## src/rtl/mult_pkg.sv

```systemverilog
// Shared types and constants for the parametrised shift-and-add multiplier.
package mult_pkg;

    typedef enum logic [1:0] {
        OCIOSO,
        CALCULANDO,
        FINALIZANDO
    } estado_t;

    // Bit patterns in the low n bits of a 32-bit word (n <= 16).
    function automatic logic [31:0] max_sinal(input int n);
        return (32'd1 << (n - 1)) - 32'd1;
    endfunction

    function automatic logic [31:0] min_sinal(input int n);
        return 32'd1 << (n - 1);
    endfunction

    function automatic logic [31:0] max_sem_sinal(input int n);
        return (32'd1 << n) - 32'd1;
    endfunction

    function automatic int cnt_w(input int n);
        return $clog2(n + 1);
    endfunction

endpackage

```

## src/rtl/saturador_param.sv

```systemverilog
// Combinational range check and clamp of a 2N-bit product down to N bits.
module saturador_param
    import mult_pkg::*;
#(
    parameter int N       = 8,
    parameter bit SATURAR = 1'b1
) (
    input  logic [2*N-1:0] produto,
    input  logic           sinal,
    output logic [N-1:0]   resultado,
    output logic           overflow
);

    localparam logic [31:0] MAX_S_W = max_sinal(N);
    localparam logic [31:0] MIN_S_W = min_sinal(N);
    localparam logic [31:0] MAX_U_W = max_sem_sinal(N);
    localparam logic [N-1:0] MAX_S = MAX_S_W[N-1:0];
    localparam logic [N-1:0] MIN_S = MIN_S_W[N-1:0];
    localparam logic [N-1:0] MAX_U = MAX_U_W[N-1:0];

    logic ovf_u;
    logic ovf_s;

    // Signed fits iff the top N+1 bits are a pure sign extension.
    assign ovf_u = |produto[2*N-1:N];
    assign ovf_s = !((&produto[2*N-1:N-1]) || !(|produto[2*N-1:N-1]));

    always_comb begin
        overflow  = sinal ? ovf_s : ovf_u;
        resultado = produto[N-1:0];
        if (SATURAR && overflow) begin
            if (!sinal)
                resultado = MAX_U;
            else
                resultado = produto[2*N-1] ? MIN_S : MAX_S;
        end
    end

endmodule

```

## src/rtl/multiplicador_sat_param.sv

```systemverilog
// Sequential shift-and-add multiplier, signed/unsigned, fixed N+1 cycle latency,
// with full product and saturated/wrapped N-bit result.
module multiplicador_sat_param
    import mult_pkg::*;
#(
    parameter int N       = 8,
    parameter bit SATURAR = 1'b1
) (
    input  logic           CLOCK,
    input  logic           RESET,
    input  logic           START,
    input  logic           SINAL,
    input  logic [N-1:0]   A,
    input  logic [N-1:0]   B,
    output logic [N-1:0]   Resultado,
    output logic [2*N-1:0] Produto,
    output logic           Overflow,
    output logic           Pronto,
    output logic           Ocupado
);

    localparam int CW = cnt_w(N);
    localparam logic [CW-1:0] ULTIMO = CW'(N - 1);

    estado_t        estado, proximo;
    logic [N-1:0]   mcand, mplier;
    logic [2*N-1:0] acc;
    logic [CW-1:0]  cnt;
    logic           sinal_neg, sinal_r;

    logic [N-1:0]   mag_a, mag_b;
    logic [N:0]     soma;
    logic [2*N-1:0] prod_final;
    logic [N-1:0]   res_sat;
    logic           ovf_sat;

    // -2^(N-1) negates to itself, which is the correct unsigned magnitude.
    assign mag_a      = (SINAL && A[N-1]) ? -A : A;
    assign mag_b      = (SINAL && B[N-1]) ? -B : B;
    assign soma       = {1'b0, acc[2*N-1:N]} + {1'b0, mcand};
    assign prod_final = sinal_neg ? -acc : acc;

    saturador_param #(
        .N      (N),
        .SATURAR(SATURAR)
    ) u_sat (
        .produto  (prod_final),
        .sinal    (sinal_r),
        .resultado(res_sat),
        .overflow (ovf_sat)
    );

    always_ff @(posedge CLOCK or posedge RESET) begin
        if (RESET) estado <= OCIOSO;
        else       estado <= proximo;
    end

    always_comb begin
        proximo = estado;
        unique case (estado)
            OCIOSO:      if (START) proximo = CALCULANDO;
            CALCULANDO:  if (cnt == ULTIMO) proximo = FINALIZANDO;
            FINALIZANDO: proximo = OCIOSO;
            default:     proximo = OCIOSO;
        endcase
    end

    always_ff @(posedge CLOCK or posedge RESET) begin
        if (RESET) begin
            mcand     <= '0;
            mplier    <= '0;
            acc       <= '0;
            cnt       <= '0;
            sinal_neg <= 1'b0;
            sinal_r   <= 1'b0;
            Resultado <= '0;
            Produto   <= '0;
            Overflow  <= 1'b0;
            Pronto    <= 1'b0;
            Ocupado   <= 1'b0;
        end else begin
            Pronto <= 1'b0;
            unique case (estado)
                OCIOSO: if (START) begin
                    mcand     <= mag_a;
                    mplier    <= mag_b;
                    sinal_neg <= SINAL & (A[N-1] ^ B[N-1]);
                    sinal_r   <= SINAL;
                    acc       <= '0;
                    cnt       <= '0;
                    Ocupado   <= 1'b1;
                end
                CALCULANDO: begin
                    // Carry out of the N+1-bit add lands in the new MSB.
                    acc    <= mplier[0] ? {soma, acc[N-1:1]} : {1'b0, acc[2*N-1:1]};
                    mplier <= mplier >> 1;
                    cnt    <= cnt + 1'b1;
                end
                FINALIZANDO: begin
                    Produto   <= prod_final;
                    Resultado <= res_sat;
                    Overflow  <= ovf_sat;
                    Pronto    <= 1'b1;
                    Ocupado   <= 1'b0;
                end
                default: ;
            endcase
        end
    end

endmodule

```

## config.mk

```make
export PLATFORM = sky130hd
export DESIGN_NAME = multiplicador_sat_param
export DESIGN_NICKNAME = d
export VERILOG_FILES = /design/src/rtl/mult_pkg.sv /design/src/rtl/saturador_param.sv /design/src/rtl/multiplicador_sat_param.sv
export SDC_FILE = /design/constraint.sdc
export NUM_CORES = 1
export LEC_CHECK = 0
export ABC_AREA = 1
export BUFFER_PORTS_ARGS = -buffer_cell sky130_fd_sc_hd__buf_4
export CORE_MARGIN = 2
export CORE_UTILIZATION = 58
export DETAILED_ROUTE_END_ITERATION = 7
export PLACE_DENSITY = 0.78
export SKIP_LAST_GASP = 1
export SYNTH_ARGS = -nofsm -noshare
export SYNTH_HDL_FRONTEND = slang
export SYNTH_SLANG_ARGS = --single-unit
```

## constraint.sdc

```tcl
create_clock -name CLOCK -period 2.6 [get_ports CLOCK]
set_input_delay 0.39 -clock CLOCK [delete_from_list [all_inputs] [get_ports CLOCK]]
set_output_delay 0.39 -clock CLOCK [all_outputs]
set_load 0.01 [all_outputs]
```

==> flow_summary_export.csv, run 1 <==
group,metric,value,unit
outcome,status,"completed",
power_and_ir_drop,ir_drop,781,uV
floorplanning,start_util,60.1,%
timing,worst_pin_slew,0.709,ns
route,drt_iter0_drc,214,
grt,grt.total_usage,25.5,%
timing,final-hold-violation-count,0,
worst_setup_path,endpoint_kind,"register",
route,routedWlPerCell,13.9,um
placed_design,port_buffers,46,
clock_tree,clkSinkCount,67,
layout,n_antenna_cell,0,
worst_setup_path,crit_fanout,6,
layout,syn2layout_area_growth,16.3,%
placed_design,place_ws,0.486,ns
synthesis,synth_commonest_cells,"nand2_1 (117), dfrtp_1 (67), inv_1 (54)",
timing,max_freq,476,MHz
timing,min_period,2.10,ns
clock_tree,cts_max_level,3,
power_and_ir_drop,p_per_area,1260,mW/mm^2
floorplanning,core-area,0.00635,sq mm
route,ant_nets,0,
grt,antenna_found_initial,0,
route,first_pass_iters,5,
timing,fin_tns_setup,0,ns
floorplanning,die_area,0.00725,sq mm
route,vias,3384,
route,drt-total-wl,8530,um
floorplanning,fp.dieH,85.1,um
synthesis,synthFlopType,"dfrtp_1",
floorplanning,die_w,85.1,um
clock_tree,clkLatencyLatePin,0.35,ns
clock_tree,tritoncts,"yes",
synthesis,syn-instance-count,486,
synthesis,yosysWarnings,0,
worst_hold_path,hold_class,"primary input to asynchronous set/reset pin",
clock_tree,cts-resized-gates,0,
placed_design,gp_congestion,0.915,
timing,finalCritPeriodShare,80.8,%
grt,grt_pass1_wl,14700,um
timing,clock_skew,0.00821,ns
synthesis,synth_largest_area_cell,"dfrtp_1",
layout,nNetsFinal,567,
synthesis,synth_edf_count,0,
route,routed-wl-met3,408,um
worst_setup_path,cp-start-kind,"register",
route,wl_met2,4370,um
route,routed.top_layer,"met4",
power_and_ir_drop,p_leak,2.24,nW
worst_setup_path,ff2ff_setup_slack,0.50,ns
layout,final_area,0.00444,sq mm
synthesis,synth_cell_types,34,
floorplanning,rows,29,
synthesis,netlist_area,0.00382,sq mm
timing,max-slew-margin-rel,52.6,%
clock_tree,cts_hold_buffers,0,
placed_design,placed_cell_area,0.00425,sq mm
timing,rsz0062_at_grt,"no",
synthesis,ys_ff_latch,67,
timing,report.final.setup_viol,0,
synthesis,yosysSeqAreaShare,43.9,%
grt,grt_pass1_vias,3365,
clock_tree,cts_root_buffer,"clkbuf_8",
layout,drive_above_1_share,18.8,%
worst_setup_path,crit_type,"register to register",
power_and_ir_drop,totalPowerFinal,0.00560,W
grt,grt_max_degree,36,
route,drc_errors,0,
grt,grt_overflow_total,0,
synthesis,synthTopCellsByArea,"dfrtp_1 (44%), nand2_1 (12%), inv_1 (5.3%), o21ai_0 (4.7%), nor2_1 (4.7%)",
route,wl_met1,3550,um
layout,fin_util,69.9,%
clock_tree,cts.reportedPaths.clkPinSlew,0.07,ns
synthesis,syn_nets,519,
synthesis,synth-async-reset-ratio,100,%
timing,slew_violations,0,
clock_tree,post_cts_buffers,0,
synthesis,yosysMostFrequentCell,"nand2_1",
synthesis,post-synth-top-area-fraction,43.9,%
worst_setup_path,worstPathRequired,2.82,ns
clock_tree,cts_buffer_depth,2,
clock_tree,cts_buffers,9,
run,cap_violations,0,
route,vias_per_cell,5.50,
timing,setup_slack,0.499,ns
synthesis,syn_area_per_cell,7.85,sq um
placed_design,dp_hpwl,6460,um
worst_setup_path,arrival,2.32,ns
floorplanning,io_pins,47,
==> power breakdown <==
part,switching (W),total (W),internal [W]
Combinational,0.00171,0.00285,0.00114
Sequential,0.000409,0.00190,0.00149
Clock,0.000386,0.000846,0.000460
==> state kept, by name (all words and copies together), names as in the netlist <==
name / flops
Overflow: 1
estado: 2
cnt: 4
mcand: 8
sinal_neg: 1
Pronto: 1
mplier: 8
Resultado: 8
sinal_r: 1
acc: 16
Ocupado: 1
Produto: 16
==> kinds of logic after synthesis <==
| group | Yosys count | share of synthesized area, % |
|---|---|---|
| AOI/OAI and AO/OA | 87 | 13.2 |
| DFF | 67 | 43.9 |
| adders and majority gates | 13 | 4.46 |
| and+or+nand+nor | 228 | 26.9 |
| xor gates and xnor gates | 18 | 4.13 |
| buffers and inverters | 73 | 7.37 |
==> through the flow <==
| step | instances | hold WS, ns |
|---|---|---|
| 2_1_floorplan | 486 | 0.453 |
| 3_3_place_gp | 600 | 0.460 |
| 3_5_place_dp | 600 | 0.466 |
| 4_1_cts | 615 | 0.185 |
| 5_1_grt | 615 | 0.218 |
| 6_report | 615 | 0.168 |
==> layout make-up <==
class / instances / area (sq um)
sequential: 67 / 1680
multi-input combinational: 346 / 1860
timing repair buffer: 51 / 395
inverter: 59 / 221
fill: 521 / 1910
tap: 77 / 96.3
clock inverter: 5 / 53.8
clock buffer: 10 / 138
==> routing by layer <==
| metal | track usage, % | up-vias |
|---|---|---|
| met4 | 10.1 | 0 |
| met3 | 6.32 | 20 |
| met2 | 45.3 | 99 |
| li1 | - | 1681 |
| met5 | 0 | - |
| met1 | 29.4 | 1584 |
==> placed cells by master (no fill, tap or decap), drive strengths merged <==
cell | Yosys | layout
a21oi | 12 | 12
a22o | 1 | 1
a22oi | 5 | 5
a31oi | 9 | 9
a32o | 1 | 1
buf | 4 | 51
bufinv | 0 | 1
clkbuf | 10 | 10
clkinv | 0 | 4
dfrtp | 67 | 67
fa | 1 | 1
ha | 12 | 12
inv | 59 | 59
nand2 | 128 | 128
nand3 | 34 | 34
nand3b | 1 | 1
nand4 | 4 | 4
nor2 | 57 | 57
nor3 | 2 | 2
o211ai | 3 | 3
o21ai | 37 | 37
o221ai | 1 | 1
o22ai | 16 | 16
o31ai | 2 | 2
or2 | 2 | 2
xnor2 | 4 | 4
xor2 | 14 | 14
==> critical path, cell delays in order (launching register included) <==
cell and delay, ns:
dfrtp_1 0.46, ha_1 0.21, inv_1 0.05, fa_1 0.39
o21ai_0 0.22, nand2_1 0.10, nand2_1 0.07, a21oi_1 0.08
xor2_1 0.13, nand2_1 0.07, o211ai_1 0.09, o21ai_0 0.10
==> path summary, 6_finish.rpt <==
| check | to | startpoint | depth (start not counted) |
|---|---|---|---|
| max reg2reg | acc[13] | acc[8] | 11 |
| min reg2reg | Ocupado | Ocupado | 2 |
| max in group asynchronous | mplier[5] | RESET | 3 |
| min in group CLOCK | mplier[3] | B[3] | 4 |
| min | Produto[4] | RESET | 2 |
| max | acc[13] | acc[8] | 11 |
Power figures use the tool's default switching activity.
==> inputs of run 2 (changes only) <==
Settings changed: ABC_AREA 1 to 0, CORE_UTILIZATION 58 to 53, PLACE_DENSITY 0.78 to 0.74.
Clock period 2.6 ns to 1.7 ns, I/O delays scaled along.
==> run 2 against run 1 <==
  * The run now ends with negative hold slack, negative setup slack left
  * First-iteration DRC count decreased by 33%
  * Flip-flop and latch count unchanged
  * Largest cell class unchanged
  * Hold slack got worse by 0.20 ns
  * Clock power increased by 41%
  * Largest power group unchanged
==> flow_summary_export.csv, run 2 <==
group,metric,value,unit
synthesis,synth_cell_types,58,
placed_design,placed_cell_area,0.00497,sq mm
route,routedWlPerCell,16.0,um
route,vias_per_cell,5.61,
worst_setup_path,ff2ff_setup_slack,-0.85,ns
power_and_ir_drop,switchingPower,0.00483,W
layout,nNetsFinal,589,
timing,setup_slack,-0.853,ns
layout,fillers,522,
clock_tree,cts_max_level,3,
worst_hold_path,hold_class,"primary input to asynchronous set/reset pin",
layout,regArea,0.00168,sq mm
grt,grt_overflow_total,0,
grt,grt_max_degree,68,
layout,layout_commonest_cell,"buf_4",
worst_setup_path,cp-start-kind,"register",
grt,grt_pass1_wl,17100,um
worst_setup_path,endpoint_kind,"register",
synthesis,synthTopCellsByArea,"dfrtp_1 (42%), nand2_1 (6.2%), o21ai_0 (5.1%), xnor2_1 (4.0%), ha_1 (3.8%)",
run,cap_violations,0,
power_and_ir_drop,sequentialPowerShare,25.6,%
synthesis,yosysWarnings,0,
layout,reg_top3,"Produto x16, acc x16",
synthesis,synth_edf_count,0,
worst_setup_path,crit_fanout,5,
worst_setup_path,arrival,2.80,ns
outcome,status,"finished, violations left",
clock_tree,tritoncts,"yes",
grt,antenna_found_initial,0,
synthesis,yosysSeqAreaShare,42.0,%
timing,rsz0062_at_grt,"yes",
synthesis,synth_commonest_cells,"dfrtp_1 (67), nand2_1 (66), o21ai_0 (41)",
floorplanning,start_util,55.0,%
worst_setup_path,crit_type,"register to register",
timing,timing.hold.ws,-0.0277,ns
synthesis,ys_ff_latch,67,
clock_tree,clkSinkCount,67,
layout,syn2layout_area_growth,39.8,%
floorplanning,die_w,90.8,um
grt,grt_pass1_vias,3621,
synthesis,yosysMostFrequentCell,"dfrtp_1",
timing,fin_tns_setup,-9.74,ns
route,first_pass_iters,5,
synthesis,synth_largest_area_cell,"dfrtp_1",
floorplanning,rows,31,
clock_tree,cts_hold_buffers,0,
synthesis,syn-instance-count,436,
clock_tree,cts_buffers,9,
power_and_ir_drop,p_per_area,2030,mW/mm^2
route,drc_errors,0,
power_and_ir_drop,power_frac_clock,10.5,%
placed_design,dp_hpwl,7350,um
power_and_ir_drop,p_leak,2.55,nW
floorplanning,fp.dieH,90.8,um
route,drt-total-wl,10600,um
timing,finalCritPeriodShare,150,%
floorplanning,core-area,0.00725,sq mm
synthesis,syn_area_per_cell,9.15,sq um
layout,mostFrequentLayoutCells,"buf_4 (125), nand2_1 (65), dfrtp_1 (63)",
power_and_ir_drop,ir_drop,799,uV
layout,multi_input_area,0.00240,sq mm
clock_tree,cts_buffer_depth,2,
outcome,violations,"negative hold slack, negative setup slack",
power_and_ir_drop,netSwitchingFraction,42.7,%
timing,clock_skew,0.00986,ns
timing,slew_violations,0,
layout,n_antenna_cell,0,
worst_setup_path,worstPathRequired,1.94,ns
power_and_ir_drop,internal_power,0.00647,W
floorplanning,die_area,0.00824,sq mm
route,drt_iter0_drc,144,
synthesis,synth-async-reset-ratio,100,%
placed_design,gp_congestion,0.889,
grt,grt.total_usage,25.9,%
timing,min_period,2.55,ns
route,vias,3701,
synthesis,syn_nets,469,
synthesis,netlist_area,0.00399,sq mm
clock_tree,clkLatencyLatePin,0.35,ns
route,ant_nets,0,
synthesis,post-synth-top-area-fraction,42.0,%
layout,final_area,0.00558,sq mm
timing,max_freq,392,MHz
timing,max-slew-margin-rel,64.0,%
timing,report.final.setup_viol,19,
clock_tree,cts.reportedPaths.clkPinSlew,0.08,ns
clock_tree,cts_root_buffer,"clkbuf_8",
timing,final-hold-violation-count,24,
synthesis,synthFlopType,"dfrtp_1",
placed_design,port_buffers,46,
power_and_ir_drop,power_frac_comb,63.8,%
floorplanning,io_pins,47,
layout,drive_above_1_share,39.9,%
timing,worst_pin_slew,0.540,ns
==> run 2: metrics by stage <==
stage                     util, %  power, W  setup WS [ns]  hold slack (ns)  std cells
after global routing         76.9    0.0121         -0.975           0.0259        660
final                        76.9    0.0113         -0.853          -0.0277        660
after global placement       68.5   0.00869         -0.801            0.378        630
after detailed placement     68.5   0.00887         -0.859            0.378        630
after CTS                    75.3    0.0109         -0.789          0.00716        660
after floorplan                 -   0.00634         -0.797            0.383        436
==> run 2: kinds of logic after synthesis <==
group / Yosys count / share of synthesized area (%)
AOI/OAI and AO/OA: 101 / 17.1
DFF: 67 / 42.0
buffers and inverters: 49 / 5.52
xor gates and xnor gates: 32 / 7.03
muxes: 16 / 4.33
adders and majority gates: 13 / 4.27
and+or+nand+nor: 158 / 19.7
==> run 2: timing repair <==
action                     4_1_cts  5_1_grt
pin swaps                       23       30
resized for setup               50       33
setup endpoints to repair       24       26
setup buffers                   15       11
==> run 2: routing by layer <==
| layer | GRT usage [%] | wire, um |
|---|---|---|
| met1 | 31.6 | 4390 |
| met2 | 45.4 | 5330 |
| met3 | 4.26 | 445 |
| met4 | 10.4 | 388 |
| met5 | 0 | 0 |
==> run 2: path summary, 6_finish.rpt <==
path	startpoint	to	cells past startpoint
worst max-delay path	acc[7]	Overflow	8
worst min-delay path	RESET	Produto[9]	3
worst max register to register	acc[7]	Overflow	8
worst min register to register	Produto[10]	Produto[10]	2
max in group asynchronous	RESET	acc[8]	3
min in group CLOCK	B[0]	mplier[0]	3
==> run 2: final cells by class <==
cell class / count / share of cell area, %
Inverter: 19 / 1.44
Multi-Input combinational cell: 320 / 43.0
Clock buffer: 9 / 2.22
Sequential cell: 67 / 30.2
Clock inverter: 7 / 0.942
Timing Repair Buffer: 139 / 20.0
Tap cell: 99 / 2.22
==> run 2: power by group through the flow <==
stage                     sequential, W  clock, W  combinational, W
final                           0.00290   0.00119           0.00721
after global placement          0.00284         0           0.00586
after CTS                       0.00288   0.00121           0.00679
after global routing            0.00300   0.00128           0.00778
after detailed placement        0.00289         0           0.00598
after floorplan                 0.00289         0           0.00345
==> run 2: critical path: stages, from the launching register on <==
cell,delay (ns)
dfrtp_1,0.41
buf_4,0.16
nor4b_4,0.28
nand2_1,0.15
o31a_1,0.31
o32a_1,0.39
nor4_4,0.31
a31oi_2,0.14
mux2_4,0.30
